## src/rtl/float_mul_arbiter_pkg.sv

```systemverilog
// Shared float parameters for the multiplier arbiter block.
//   FLOAT_WIDTH / EXPONENT_WIDTH / MANTISSA_WIDTH : IEEE-754 single-precision layout
//   arb_state_e                                  : arbiter FSM state encoding
//   grant_width()                                : width of a requester index (GRANT_W)
package float_mul_arbiter_pkg;

  localparam int unsigned FLOAT_WIDTH    = 32;
  localparam int unsigned EXPONENT_WIDTH = 8;
  localparam int unsigned MANTISSA_WIDTH = 23;

  typedef enum logic [1:0] {
    StIdle  = 2'd0,
    StIssue = 2'd1,
    StWait  = 2'd2,
    StResp  = 2'd3
  } arb_state_e;

  // GRANT_W = $clog2(NUM_REQ), never narrower than one bit.
  function automatic int unsigned grant_width(input int unsigned num_req);
    return (num_req > 1) ? $clog2(num_req) : 1;
  endfunction

endpackage

```

## src/rtl/float_mul_arbiter_rr_priority_pick.sv

```systemverilog
// Combinational round-robin picker.
//   req_i     : request vector, one bit per requester
//   rr_ptr_i  : highest-priority requester index for this pick
//   grant_o   : first set request at or above rr_ptr_i, wrapping around
//   any_req_o : at least one request is set (grant_o is meaningless otherwise)
module rr_priority_pick
  import float_mul_arbiter_pkg::*;
#(
  parameter int unsigned NUM_REQ = 4,
  parameter int unsigned GRANT_W = grant_width(NUM_REQ)
) (
  input  logic [NUM_REQ-1:0] req_i,
  input  logic [GRANT_W-1:0] rr_ptr_i,
  output logic [GRANT_W-1:0] grant_o,
  output logic               any_req_o
);

  logic [GRANT_W-1:0] idx;

  // Walk offsets from the far end down to zero so the smallest offset from
  // rr_ptr_i (the highest priority) is the last assignment and wins.
  always_comb begin
    grant_o   = '0;
    idx       = '0;
    any_req_o = |req_i;
    for (int k = int'(NUM_REQ) - 1; k >= 0; k--) begin
      idx = GRANT_W'((int'(rr_ptr_i) + k) % int'(NUM_REQ));
      if (req_i[idx]) begin
        grant_o = idx;
      end
    end
  end

endmodule

```

## src/rtl/float_mul_arbiter.sv

```systemverilog
// Shares one multi-cycle float multiplier between NUM_REQ requesters.
//   clk, rst               : clock, synchronous active-high reset
//   req_valid/req_a/req_b  : per-requester request and packed operands (slice i = requester i)
//   req_ready              : one-hot accept pulse to the granted requester
//   resp_valid/resp_data   : one-hot result pulse and the shared result bus
//   mul_req/mul_a/mul_b    : single-cycle request and held operands to the multiplier
//   mul_ack/mul_out        : multiplier done pulse and result
//   busy                   : arbiter is not idle
//   err_timeout            : sticky flag, multiplier took TIMEOUT cycles or more in WAIT
module float_mul_arbiter #(
  parameter int unsigned NUM_REQ     = 4,
  parameter int unsigned FLOAT_WIDTH = float_mul_arbiter_pkg::FLOAT_WIDTH,
  parameter int unsigned TIMEOUT     = 255
) (
  input  logic                           clk,
  input  logic                           rst,
  input  logic [NUM_REQ-1:0]             req_valid,
  input  logic [NUM_REQ*FLOAT_WIDTH-1:0] req_a,
  input  logic [NUM_REQ*FLOAT_WIDTH-1:0] req_b,
  output logic [NUM_REQ-1:0]             req_ready,
  output logic [NUM_REQ-1:0]             resp_valid,
  output logic [FLOAT_WIDTH-1:0]         resp_data,
  output logic                           mul_req,
  output logic [FLOAT_WIDTH-1:0]         mul_a,
  output logic [FLOAT_WIDTH-1:0]         mul_b,
  input  logic                           mul_ack,
  input  logic [FLOAT_WIDTH-1:0]         mul_out,
  output logic                           busy,
  output logic                           err_timeout
);

  import float_mul_arbiter_pkg::*;

  localparam int unsigned GRANT_W = grant_width(NUM_REQ);
  localparam int unsigned CNT_W   = $clog2(TIMEOUT + 1);
  localparam logic [CNT_W-1:0]   TIMEOUT_CNT = CNT_W'(TIMEOUT);
  localparam logic [GRANT_W-1:0] LAST_REQ    = GRANT_W'(NUM_REQ - 1);

  arb_state_e               state_q;
  logic [GRANT_W-1:0]       rr_ptr_q;
  logic [GRANT_W-1:0]       grant_q;
  logic [CNT_W-1:0]         wait_cnt_q;
  logic [NUM_REQ-1:0]       req_ready_q;
  logic [NUM_REQ-1:0]       resp_valid_q;
  logic [FLOAT_WIDTH-1:0]   resp_data_q;
  logic                     mul_req_q;
  logic [FLOAT_WIDTH-1:0]   mul_a_q;
  logic [FLOAT_WIDTH-1:0]   mul_b_q;
  logic                     busy_q;
  logic                     err_q;

  logic [GRANT_W-1:0]     pick_grant;
  logic                   pick_any;
  logic [FLOAT_WIDTH-1:0] sel_a;
  logic [FLOAT_WIDTH-1:0] sel_b;
  logic [NUM_REQ-1:0]     pick_oh;
  logic [NUM_REQ-1:0]     grant_oh;
  logic [CNT_W-1:0]       wait_cnt_inc;
  logic [GRANT_W-1:0]     rr_ptr_next;

  rr_priority_pick #(
    .NUM_REQ (NUM_REQ),
    .GRANT_W (GRANT_W)
  ) u_pick (
    .req_i     (req_valid),
    .rr_ptr_i  (rr_ptr_q),
    .grant_o   (pick_grant),
    .any_req_o (pick_any)
  );

  // Operand mux for the candidate winner and one-hot forms of the new and the held grant.
  always_comb begin
    sel_a    = '0;
    sel_b    = '0;
    pick_oh  = '0;
    grant_oh = '0;
    for (int i = 0; i < int'(NUM_REQ); i++) begin
      if (pick_grant == GRANT_W'(i)) begin
        sel_a      = req_a[i*FLOAT_WIDTH +: FLOAT_WIDTH];
        sel_b      = req_b[i*FLOAT_WIDTH +: FLOAT_WIDTH];
        pick_oh[i] = 1'b1;
      end
      grant_oh[i] = (grant_q == GRANT_W'(i));
    end
  end

  assign wait_cnt_inc = wait_cnt_q + CNT_W'(1);
  assign rr_ptr_next  = (grant_q == LAST_REQ) ? '0 : grant_q + GRANT_W'(1);

  always_ff @(posedge clk) begin
    if (rst) begin
      state_q      <= StIdle;
      rr_ptr_q     <= '0;
      grant_q      <= '0;
      wait_cnt_q   <= '0;
      req_ready_q  <= '0;
      resp_valid_q <= '0;
      resp_data_q  <= '0;
      mul_req_q    <= 1'b0;
      mul_a_q      <= '0;
      mul_b_q      <= '0;
      busy_q       <= 1'b0;
      err_q        <= 1'b0;
    end else begin
      // Pulse outputs drop unless a state below raises them this cycle.
      req_ready_q  <= '0;
      resp_valid_q <= '0;
      mul_req_q    <= 1'b0;
      unique case (state_q)
        StIdle: begin
          if (pick_any) begin
            grant_q     <= pick_grant;
            mul_a_q     <= sel_a;
            mul_b_q     <= sel_b;
            req_ready_q <= pick_oh;
            busy_q      <= 1'b1;
            state_q     <= StIssue;
          end
        end
        StIssue: begin
          mul_req_q  <= 1'b1;
          wait_cnt_q <= '0;
          state_q    <= StWait;
        end
        StWait: begin
          // Watchdog only flags; the operation is never abandoned.
          if (wait_cnt_q != TIMEOUT_CNT) begin
            wait_cnt_q <= wait_cnt_inc;
            if (wait_cnt_inc == TIMEOUT_CNT) begin
              err_q <= 1'b1;
            end
          end
          // Result is raised straight from the ack so it appears one cycle later.
          if (mul_ack) begin
            resp_data_q  <= mul_out;
            resp_valid_q <= grant_oh;
            state_q      <= StResp;
          end
        end
        StResp: begin
          rr_ptr_q <= rr_ptr_next;
          busy_q   <= 1'b0;
          state_q  <= StIdle;
        end
        default: begin
          state_q <= StIdle;
        end
      endcase
    end
  end

  assign req_ready   = req_ready_q;
  assign resp_valid  = resp_valid_q;
  assign resp_data   = resp_data_q;
  assign mul_req     = mul_req_q;
  assign mul_a       = mul_a_q;
  assign mul_b       = mul_b_q;
  assign busy        = busy_q;
  assign err_timeout = err_q;

endmodule

```

## config.mk

```make
export PLATFORM = sky130hd
export DESIGN_NAME = float_mul_arbiter
export DESIGN_NICKNAME = d
export VERILOG_FILES = /design/src/rtl/float_mul_arbiter_pkg.sv /design/src/rtl/float_mul_arbiter_rr_priority_pick.sv /design/src/rtl/float_mul_arbiter.sv
export SDC_FILE = /design/constraint.sdc
export NUM_CORES = 1
export LEC_CHECK = 0
export CELL_PAD_IN_SITES_DETAIL_PLACEMENT = 1
export CELL_PAD_IN_SITES_GLOBAL_PLACEMENT = 1
export CORE_AREA = 2 2 157 159
export CTS_CLUSTER_DIAMETER = 60
export CTS_CLUSTER_SIZE = 10
export DETAILED_ROUTE_END_ITERATION = 10
export DIE_AREA = 0 0 159 161
export MAX_ROUTING_LAYER = met4
export PLACE_DENSITY_LB_ADDON = 0.1
export SLEW_MARGIN = 40
export SYNTH_ARGS = -nofsm -noshare
export SYNTH_HDL_FRONTEND = slang
export SYNTH_SLANG_ARGS = --single-unit
```

## constraint.sdc

```tcl
create_clock -name clk -period 4.2 [get_ports clk]
set_input_delay 0.84 -clock clk [delete_from_list [all_inputs] [get_ports clk]]
set_output_delay 0.84 -clock clk [all_outputs]
set_load 0.1 [all_outputs]
```

==> results of run 1 <==
cell families after synthesis:
| family | Yosys count |
|---|---|
| compound gates | 129 |
| simple gates | 192 |
| xor+xnor | 2 |
| mux | 128 |
| fa+ha+maj | 11 |
| buf+inv | 60 |
| flops | 121 |
cells in the final DEF (no fill, tap or decap), drive strengths merged, types with 5 or more instances in the layout:
master | netlist | routed
a211oi | 5 | 5
a21oi | 40 | 40
and3 | 5 | 5
buf | 39 | 121
clkbuf | 12 | 17
clkdlybuf4s50 | 0 | 293
dfxtp | 121 | 121
diode | 0 | 5
ha | 11 | 11
inv | 9 | 18
mux2i | 128 | 128
nand2 | 135 | 135
nand2b | 9 | 9
nor2 | 22 | 22
nor2b | 7 | 7
o21ai | 5 | 5
o221ai | 61 | 61
o41ai | 7 | 7
metal layers:
metal | wire [um] | track usage (%) | vias up
met5 | 0 | - | -
met1 | 11700 | 25.5 | 3035
met3 | 1480 | 6.29 | 32
li1 | - | - | 3121
met4 | 682 | 7.36 | 0
met2 | 13600 | 35.6 | 189
state kept, by name (all words and copies together), names as in the netlist:
| signal | flops |
|---|---|
| mul_a | 32 |
| mul_b | 32 |
| resp_data | 32 |
| wait_cnt_q | 8 |
| req_ready | 4 |
| resp_valid | 4 |
| grant_q | 2 |
| rr_ptr_q | 2 |
| state_q | 2 |
| busy | 1 |
| err_timeout | 1 |
| mul_req | 1 |
worst min-delay path, stage by stage (launching register included):
cell,delay (ns)
dfxtp_1,0.31
nand2_1,0.05
a21oi_1,0.05
worst paths after layout:
path | endpoint | depth (start not counted) | slack [ns]
setup / recovery | mul_b[8] | 7 | 1.23
hold / removal | resp_data[18] | 2 | 0.45
setup reg to reg | mul_a[0] | 7 | 1.93
hold reg to reg | resp_data[18] | 2 | 0.45
metrics by stage:
stage               worst slack [ns]  util, %  hold slack (ns)
finish                          1.23     43.1            0.452
global placement               0.883     42.7            0.441
floorplan                       2.03        -            0.457
detailed placement             0.776     40.5            0.442
global route                   0.985     43.1            0.471
CTS                             1.20     43.0            0.457
report_power, final:
part / switching (uW) / internal [uW]
Sequential: 137 / 1430
Clock: 627 / 898
Combinational: 2640 / 785
Total: 3410 / 3110
synth_stat cells:
cell type	n	area [um2]
o21ai_0	3	15.0
buf_4	10	75.1
nor2b_1	7	43.8
a41oi_1	1	8.76
nor2_1	22	82.6
nand2b_1	9	56.3
buf_6	7	78.8
ha_1	11	138
o32ai_1	1	8.76
clkbuf_1	12	45.0
o41ai_1	7	61.3
o21ai_1	2	10.0
a31oi_1	2	12.5
nor3b_1	1	7.51
nand3_1	2	10.0
inv_1	9	33.8
buf_2	19	95.1
o32a_1	1	10.0
dfxtp_1	121	2420
o211ai_2	1	12.5
a211oi_1	5	37.5
or3_1	1	6.26
a21oi_1	40	200
and3_1	5	31.3
a32o_1	1	10.0
a311oi_1	2	17.5
o221ai_1	58	508
nand2_1	135	507
and2_1	3	18.8
o221ai_2	3	45.0
nor3_1	3	15.0
o311ai_0	1	8.76
xnor2_1	2	17.5
mux2i_1	128	1280
nand4_1	3	18.8
buf_1	3	11.3
nor4_1	1	6.26
a21o_1	1	7.51
cell type report:
type | instances | area share, %
clock buffer | 17 | 4.12
timing repair buffer | 414 | 35.1
clock inverter | 15 | 1.72
tap | 324 | 3.93
sequential | 121 | 23.5
multi-input combinational | 462 | 31.2
inverter | 9 | 0.327
antenna | 5 | 0.121
==> metrics.md, run 1 <==
| Metric | Value |
|---|---|
| Mapped Area | 5970 um2 |
| Cell area after placement | 9700 um2 |
| FF-to-FF Start | state_q[1] |
| I/O pin total | 402 |
| Gp weighted congestion | 0.825 |
| Xor/xnor share of the synthesized area | 0.293% |
| # Post-CTS Setup Buffers | 0 |
| Multi-input logic area | 3220 um2 |
| Antenna viol nets, final | 0 |
| WP data required | 4.53 ns |
| Relative slew slack | 51.2% |
| Cts bufs inserted | 17 |
| Skew final | 0.0115 ns |
| Synth Net Count | 949 |
| Vias per Instance | 4.66 |
| Unrepaired setup endpoints after global routing | no |
| Critical path fanouts, max | 40 |
| Drt total wl | 27,500 um |
| DPL Wire Length | 21,400 um |
| CP Launch Point | req_valid[3] |
| DP Cell Count | 1,330 |
| Seq. cell area | 2420 um2 |
| First-pass GRT wire length | 41,300 um |
| Wire per inst | 20.1 um |
| Number of global-route vias before repair | 6,481 |
| Fillcell total | 2,778 |
| Via Count | 6,377 |
| Post-Route Setup TNS | 0 ns |
| Leak | 0.00406 uW |
| Status | finished clean |
| Synth Area in Adders | 2.30% |
| CTS tree | done |
| PD cells | 632 nW/um2 |
| Crit path cell chain | clkdlybuf4s50_1, nor4_1, nand2b_1, and2_2, buf_4, nand2_1, o221ai_1 |
| Die Y | 161 um |
| Share of layout cells above drive strength 1 | 15.5% |
| Critical-path top delay cell | nor4_1 |
| Worst-Margin Slew | 0.729 ns |
| Synth Area in Compound Gates | 16.3% |
| Synth warn | 0 |
| Final Setup Violations | 0 |
| Total power | 6520 uW |
| Skew-Pair Late Insertion Delay | 0.42 ns |
| Max_cap viols | 0 |
| Post-CTS resize count | 0 |
| Maximum vdd drop | 0.291 mV |
| Crit path max-delay family | simple AND/OR/NAND/NOR gates |
| Min-delay worst type | flop to flop |
| Root buf cell | clkbuf_16 |
| CP Buf/Inv Count | 2 |
| Slew Viols, Final | 0 |
| Post-Synthesis Cells | 643 |
| Post-layout min period | 2.97 ns |
| DIE AREA | 25,600 um2 |
| Main combinational cell family by area after synthesis | multiplexers |
| Final nets | 1,331 |
| Synthesized area per cell | 9.29 um2 |
| Design area | 10,300 um2 |
| Worst setup EP type | flop |
| Tot GR Track Use | 21.7% |
| IO Port Bufs | 401 |
| Simple-Gate Fraction of Synth Area | 13.4% |
| Initial DRC Count | 300 |
| Max incr delay on CP | 0.54 ns |
| Startpoint Class | input port |
| Drt drc | 0 |
| Max Root-Sink Buffers | 2 |
| Clock slew at reported path FFs | 0.07 ns |
| Final Non-Filler Cells | 1,367 |
| CP arrival | 3.30 ns |
| Worst Min Path Start | resp_data[18] |
| Fin. Hold Viols | 0 |
| Grt total ovfl | 0 |
| Period utilization | 70.7% |
| Detailed Routing Iterations Pass 1 | 4 |
| Synthesis-stage register bit count | 121 |
| CTS Sinks | 121 |
| Post-synthesis mux area share | 21.4% |
| Initial antenna violation count | 5 |
| Core region area | 24,000 um2 |
| Distinct cells, synth | 38 |
| Die X-Extent | 159 um |
| H-tree depth | 4 |
| Seq/Total Area, Yosys | 40.5% |
| WS Path Type | input port to flop |
| Area Overhead vs Synth | 72.7% |
| Largest net degree at the start of global routing | 59 |
| Fmax | 337 MHz |
| Initial Util | 24.9% |
| Rows | 57 |
| Hold_buf cts | 0 |
Note: power is estimated with default switching activity, not from simulation.
==> run 2: changes to the inputs <==
Settings changed: CORE_AREA 2 2 157 159 to not set, CORE_MARGIN set to 2, CORE_UTILIZATION set to 23, DIE_AREA 0 0 159 161 to not set.
Clock period 4.2 ns to 2.5 ns, I/O delays scaled along.
==> metrics.md, run 2 (synthesized netlist as in run 1, its figures left out) <==
| Metric | Value |
|---|---|
| Skew final | 0.0131 ns |
| Drt total wl | 28,300 um |
| Via Count | 6,462 |
| Drt drc | 0 |
| I/O pin total | 402 |
| Worst Min Path Start | resp_data[5] |
| Clock slew at reported path FFs | 0.07 ns |
| DP Cell Count | 1,363 |
| Initial Util | 23.6% |
| WS Path Type | input port to flop |
| Detailed Routing Iterations Pass 1 | 5 |
| Sw frac | 51.7% |
| Design area | 10,900 um2 |
| Grt total ovfl | 0 |
| Wire per inst | 20.2 um |
| Share of layout cells above drive strength 1 | 17.6% |
| Rows | 58 |
| Gp weighted congestion | 0.796 |
| Max incr delay on CP | 0.44 ns |
| Post-Route Setup TNS | 0 ns |
| Commonest non-fill, non-tap cell in the layout | clkdlybuf4s50_1 |
| Reg power frac | 23.6% |
| Final nets | 1,358 |
| Cts bufs inserted | 17 |
| Fin. Hold Viols | 0 |
| IO Port Bufs | 401 |
| Initial antenna violation count | 2 |
| Crit path cell chain | clkdlybuf4s50_1, nor4_1, nand2b_1, or3_2, buf_12, o221ai_1 |
| CTS tree | done |
| Maximum vdd drop | 0.624 mV |
| Final Non-Filler Cells | 1,397 |
| Critical path fanouts, max | 63 |
| # Post-CTS Setup Buffers | 0 |
| First-pass GRT wire length | 40,100 um |
| Leak | 0.00424 uW |
| Max Root-Sink Buffers | 2 |
| Startpoint Class | input port |
| Status | finished clean |
| Most frequent cells in the layout | clkdlybuf4s50_1, buf_4, nand2_1 |
| Fmax | 477 MHz |
| Die Y | 165 um |
| Relative slew slack | 54.5% |
| Tot GR Track Use | 20.3% |
| Period utilization | 83.9% |
| Root buf cell | clkbuf_16 |
| DPL Wire Length | 22,300 um |
| Skew-Pair Late Insertion Delay | 0.41 ns |
| Core region area | 25,300 um2 |
| Combinational power share | 54.7% |
| Cell area after placement | 10,300 um2 |
| Vias per Instance | 4.63 |
| FF-to-FF Start | state_q[1] |
| Antenna viol nets, final | 0 |
| CP Buf/Inv Count | 2 |
| Post-CTS resize count | 0 |
| Worst-Margin Slew | 0.678 ns |
| Initial DRC Count | 275 |
| Area Overhead vs Synth | 82.0% |
| Slew Viols, Final | 0 |
| Sw power | 5870 uW |
| Critical-path top delay cell | clkdlybuf4s50_1 |
| Final Setup Violations | 0 |
| H-tree depth | 4 |
| Worst setup EP type | flop |
| Die X-Extent | 165 um |
| Max_cap viols | 0 |
| CP Launch Point | req_valid[3] |
| Share of power burned in the clock network | 21.8% |
| Hold_buf cts | 0 |
| Crit path max-delay family | simple AND/OR/NAND/NOR gates |
| Post-layout min period | 2.10 ns |
| DIE AREA | 27,300 um2 |
| Largest net degree at the start of global routing | 64 |
| Number of global-route vias before repair | 6,631 |
| CTS Sinks | 121 |
| CP arrival | 2.37 ns |
| Min-delay worst type | flop to flop |
| PD cells | 1040 nW/um2 |
| Unrepaired setup endpoints after global routing | no |
| P_int | 5470 uW |
| WP data required | 2.77 ns |
## run 2: cell count changes in the layout (fill, tap and decap cells not counted), sizes merged
cell / before / now
diode: 5 / 2
inv: 18 / 19
clkdlybuf4s50: 293 / 294
clkinvlp: 3 / 1
clkinv: 1 / 4
bufinv: 2 / 0
buf: 121 / 147
## run 2: power by group through the flow
| stage | combinational [uW] | clock, uW | sequential (uW) |
|---|---|---|---|
| finish | 6200 | 2470 | 2670 |
| global route | 6470 | 2640 | 2740 |
| CTS | 6270 | 2550 | 2680 |
| detailed placement | 6260 | 0 | 2720 |
| global placement | 6230 | 0 | 2700 |
| floorplan | 1340 | 0 | 5730 |
## run 2: tightest hold or removal path, cell delays in order, from the launching register on
cell and delay [ns]:
dfxtp_1 0.31, nand2_1 0.05, a21oi_1 0.05
## run 2: layout make-up
| class | instances | area, um2 |
|---|---|---|
| repair buffers | 441 | 4180 |
| multi-input cells | 462 | 3220 |
| well taps | 330 | 413 |
| flip-flops and latches | 121 | 2420 |
| inverters | 9 | 33.8 |
| diodes | 2 | 5.00 |
| clock buffers | 17 | 425 |
| clock inverters | 15 | 170 |
| fillers | 2907 | 14500 |
## run 2: layer usage
| layer | wire length (um) | track usage [%] |
|---|---|---|
| met5 | 0 | - |
| met4 | 376 | 4.82 |
| met3 | 1810 | 4.85 |
| met2 | 14600 | 35.8 |
| met1 | 11500 | 23.1 |
## run 2: path summary, 6_finish.rpt
| check | to | slack [ns] | depth (start not counted) |
|---|---|---|---|
| worst max register to register | mul_a[6] | 0.54 | 6 |
| worst min register to register | resp_data[5] | 0.46 | 2 |
| worst min-delay path | resp_data[5] | 0.46 | 2 |
| worst max-delay path | mul_a[6] | 0.40 | 6 |
## run 2: per-stage QoR
stage	worst slack (ns)	util [%]	total power [uW]	hold slack [ns]
3_5_place_dp	-0.0254	40.6	8980	0.448
3_3_place_gp	0.0436	40.6	8930	0.443
2_1_floorplan	0.671	-	7060	0.457
5_1_grt	0.268	42.9	11800	0.479
4_1_cts	0.417	42.9	11500	0.461
6_report	0.402	42.9	11300	0.459
==> run 3: changes to the inputs <==
Clock period 2.5 ns to 1.8 ns, I/O delays scaled along.
==> metrics.md, run 3 (synthesized netlist as in run 1, its figures left out) <==
| Metric | Value |
|---|---|
| Skew final | 0.0124 ns |
| Gp weighted congestion | 0.808 |
| Period utilization | 98.0% |
| Max Root-Sink Buffers | 2 |
| Initial DRC Count | 240 |
| Crit path cell chain | nand2b_4, nor2b_4, o32a_4, buf_12, buf_12, mux2i_4, o221ai_1 |
| Crit path top cell by count | buf_12 |
| Initial antenna violation count | 3 |
| Final Setup Violations | 0 |
| Crit path max-delay family | compound AO/OA/AOI/OAI gates |
| CTS tree | done |
| Die Y | 165 um |
| Max incr delay on CP | 0.37 ns |
| Die X-Extent | 165 um |
| PD cells | 1420 nW/um2 |
| Unrepaired setup endpoints after global routing | yes |
| Via Count | 6,665 |
| Drt drc | 0 |
| Area Overhead vs Synth | 114% |
| Fin. Hold Viols | 0 |
| DPL Wire Length | 22,800 um |
| Antenna viol nets, final | 0 |
| Share of layout cells above drive strength 1 | 22.6% |
| Root buf cell | clkbuf_16 |
| Post-layout min period | 1.76 ns |
| Hold_buf cts | 0 |
| Grt total ovfl | 0 |
| Place WS | -0.628 ns |
| I/O pin total | 402 |
| Final nets | 1,382 |
| Clock slew at reported path FFs | 0.07 ns |
| Fillcell total | 2,703 |
| Worst Setup Slack, final | 0.0360 ns |
| DIE AREA | 27,300 um2 |
| Core region area | 25,300 um2 |
| Post-Route Setup TNS | 0 ns |
| Min-delay worst type | input port to flop |
| Design area | 12,800 um2 |
| First-pass GRT wire length | 43,100 um |
| Worst setup EP type | flop |
| IO Port Bufs | 401 |
| Vias per Instance | 4.69 |
| Wire per inst | 21.2 um |
| Initial Util | 23.6% |
| CTS Sinks | 121 |
| Max_cap viols | 0 |
| Relative slew slack | 66.3% |
| Worst hold margin | 0.482 ns |
| Cell area after placement | 11,700 um2 |
| Largest net degree at the start of global routing | 46 |
| Most frequent cells in the layout | clkdlybuf4s50_1, nand2_1, dfxtp_1, buf_12, mux2i_1 |
| WP data required | 2.08 ns |
| Detailed Routing Iterations Pass 1 | 4 |
| Commonest non-fill, non-tap cell in the layout | clkdlybuf4s50_1 |
| H-tree depth | 4 |
| Cts bufs inserted | 17 |
| Status | finished clean |
| Slew Viols, Final | 0 |
| Worst-Margin Slew | 0.505 ns |
| Leak | 0.00480 uW |
| Number of global-route vias before repair | 6,937 |
| CP arrival | 2.05 ns |
| Fmax | 567 MHz |
| Tot GR Track Use | 21.9% |
| Skew-Pair Late Insertion Delay | 0.42 ns |
| Drt total wl | 30,200 um |
| Maximum vdd drop | 0.777 mV |
| Critical-path top delay cell | dfxtp_2 |
| Critical path fanouts, max | 11 |
| CP Buf/Inv Count | 2 |
| Startpoint Class | flop |
| Rows | 58 |
| WS Path Type | flop to flop |
## run 3: tightest hold or removal path: stages
cell and delay [ns]:
clkdlybuf4s50_1 0.39, nand2_1 0.05, a21oi_1 0.05
## run 3: path summary, 6_finish.rpt
kind / from / to / slack, ns / cells after the start
max: rr_ptr_q[0] / mul_b[4] / 0.04 / 7
max reg2reg: rr_ptr_q[0] / mul_b[4] / 0.04 / 7
min: mul_out[26] / resp_data[26] / 0.48 / 3
min reg2reg: resp_data[0] / resp_data[0] / 0.49 / 2
## run 3: per-stage QoR
step                cells  total power (uW)  utilization, %
floorplan             643              9810               -
detailed placement   1380             14400            46.3
CTS                  1417             18200            49.7
finish               1422             18200            50.5
global placement     1380             14300            46.3
global route         1422             18900            50.5
## run 3: final cells by class
class,instances,area (um2),area share (%)
diodes,3,7.51,0.0587
clock buffers,17,425,3.33
clock inverters,15,176,1.38
inverters,9,33.8,0.264
multi-input cells,462,3440,26.9
flip-flops and latches,121,2420,19.0
well taps,330,413,3.23
repair buffers,465,5860,45.8
## run 3: power breakdown
part / switching (uW) / internal, uW
logic: 6450 / 4200
clock network: 1550 / 2000
registers: 683 / 3330
total: 8690 / 9520
## run 3: per-layer routing
layer | vias up | share of wire (%) | GRT usage [%]
met5 | - | 0 | -
li1 | 3208 | - | -
met1 | 3214 | 39 | 24.0
met4 | 0 | 1.5 | 5.69
met3 | 24 | 6.7 | 5.84
met2 | 219 | 53 | 39.3
## run 3: what timing repair did
action,CTS,global route
setup buffers,1,2
gates resized for setup,27,41
cloned,4,1
pin swaps,1,10
endpoints found under the setup margin,66,53
hold endpoints to repair,0,0
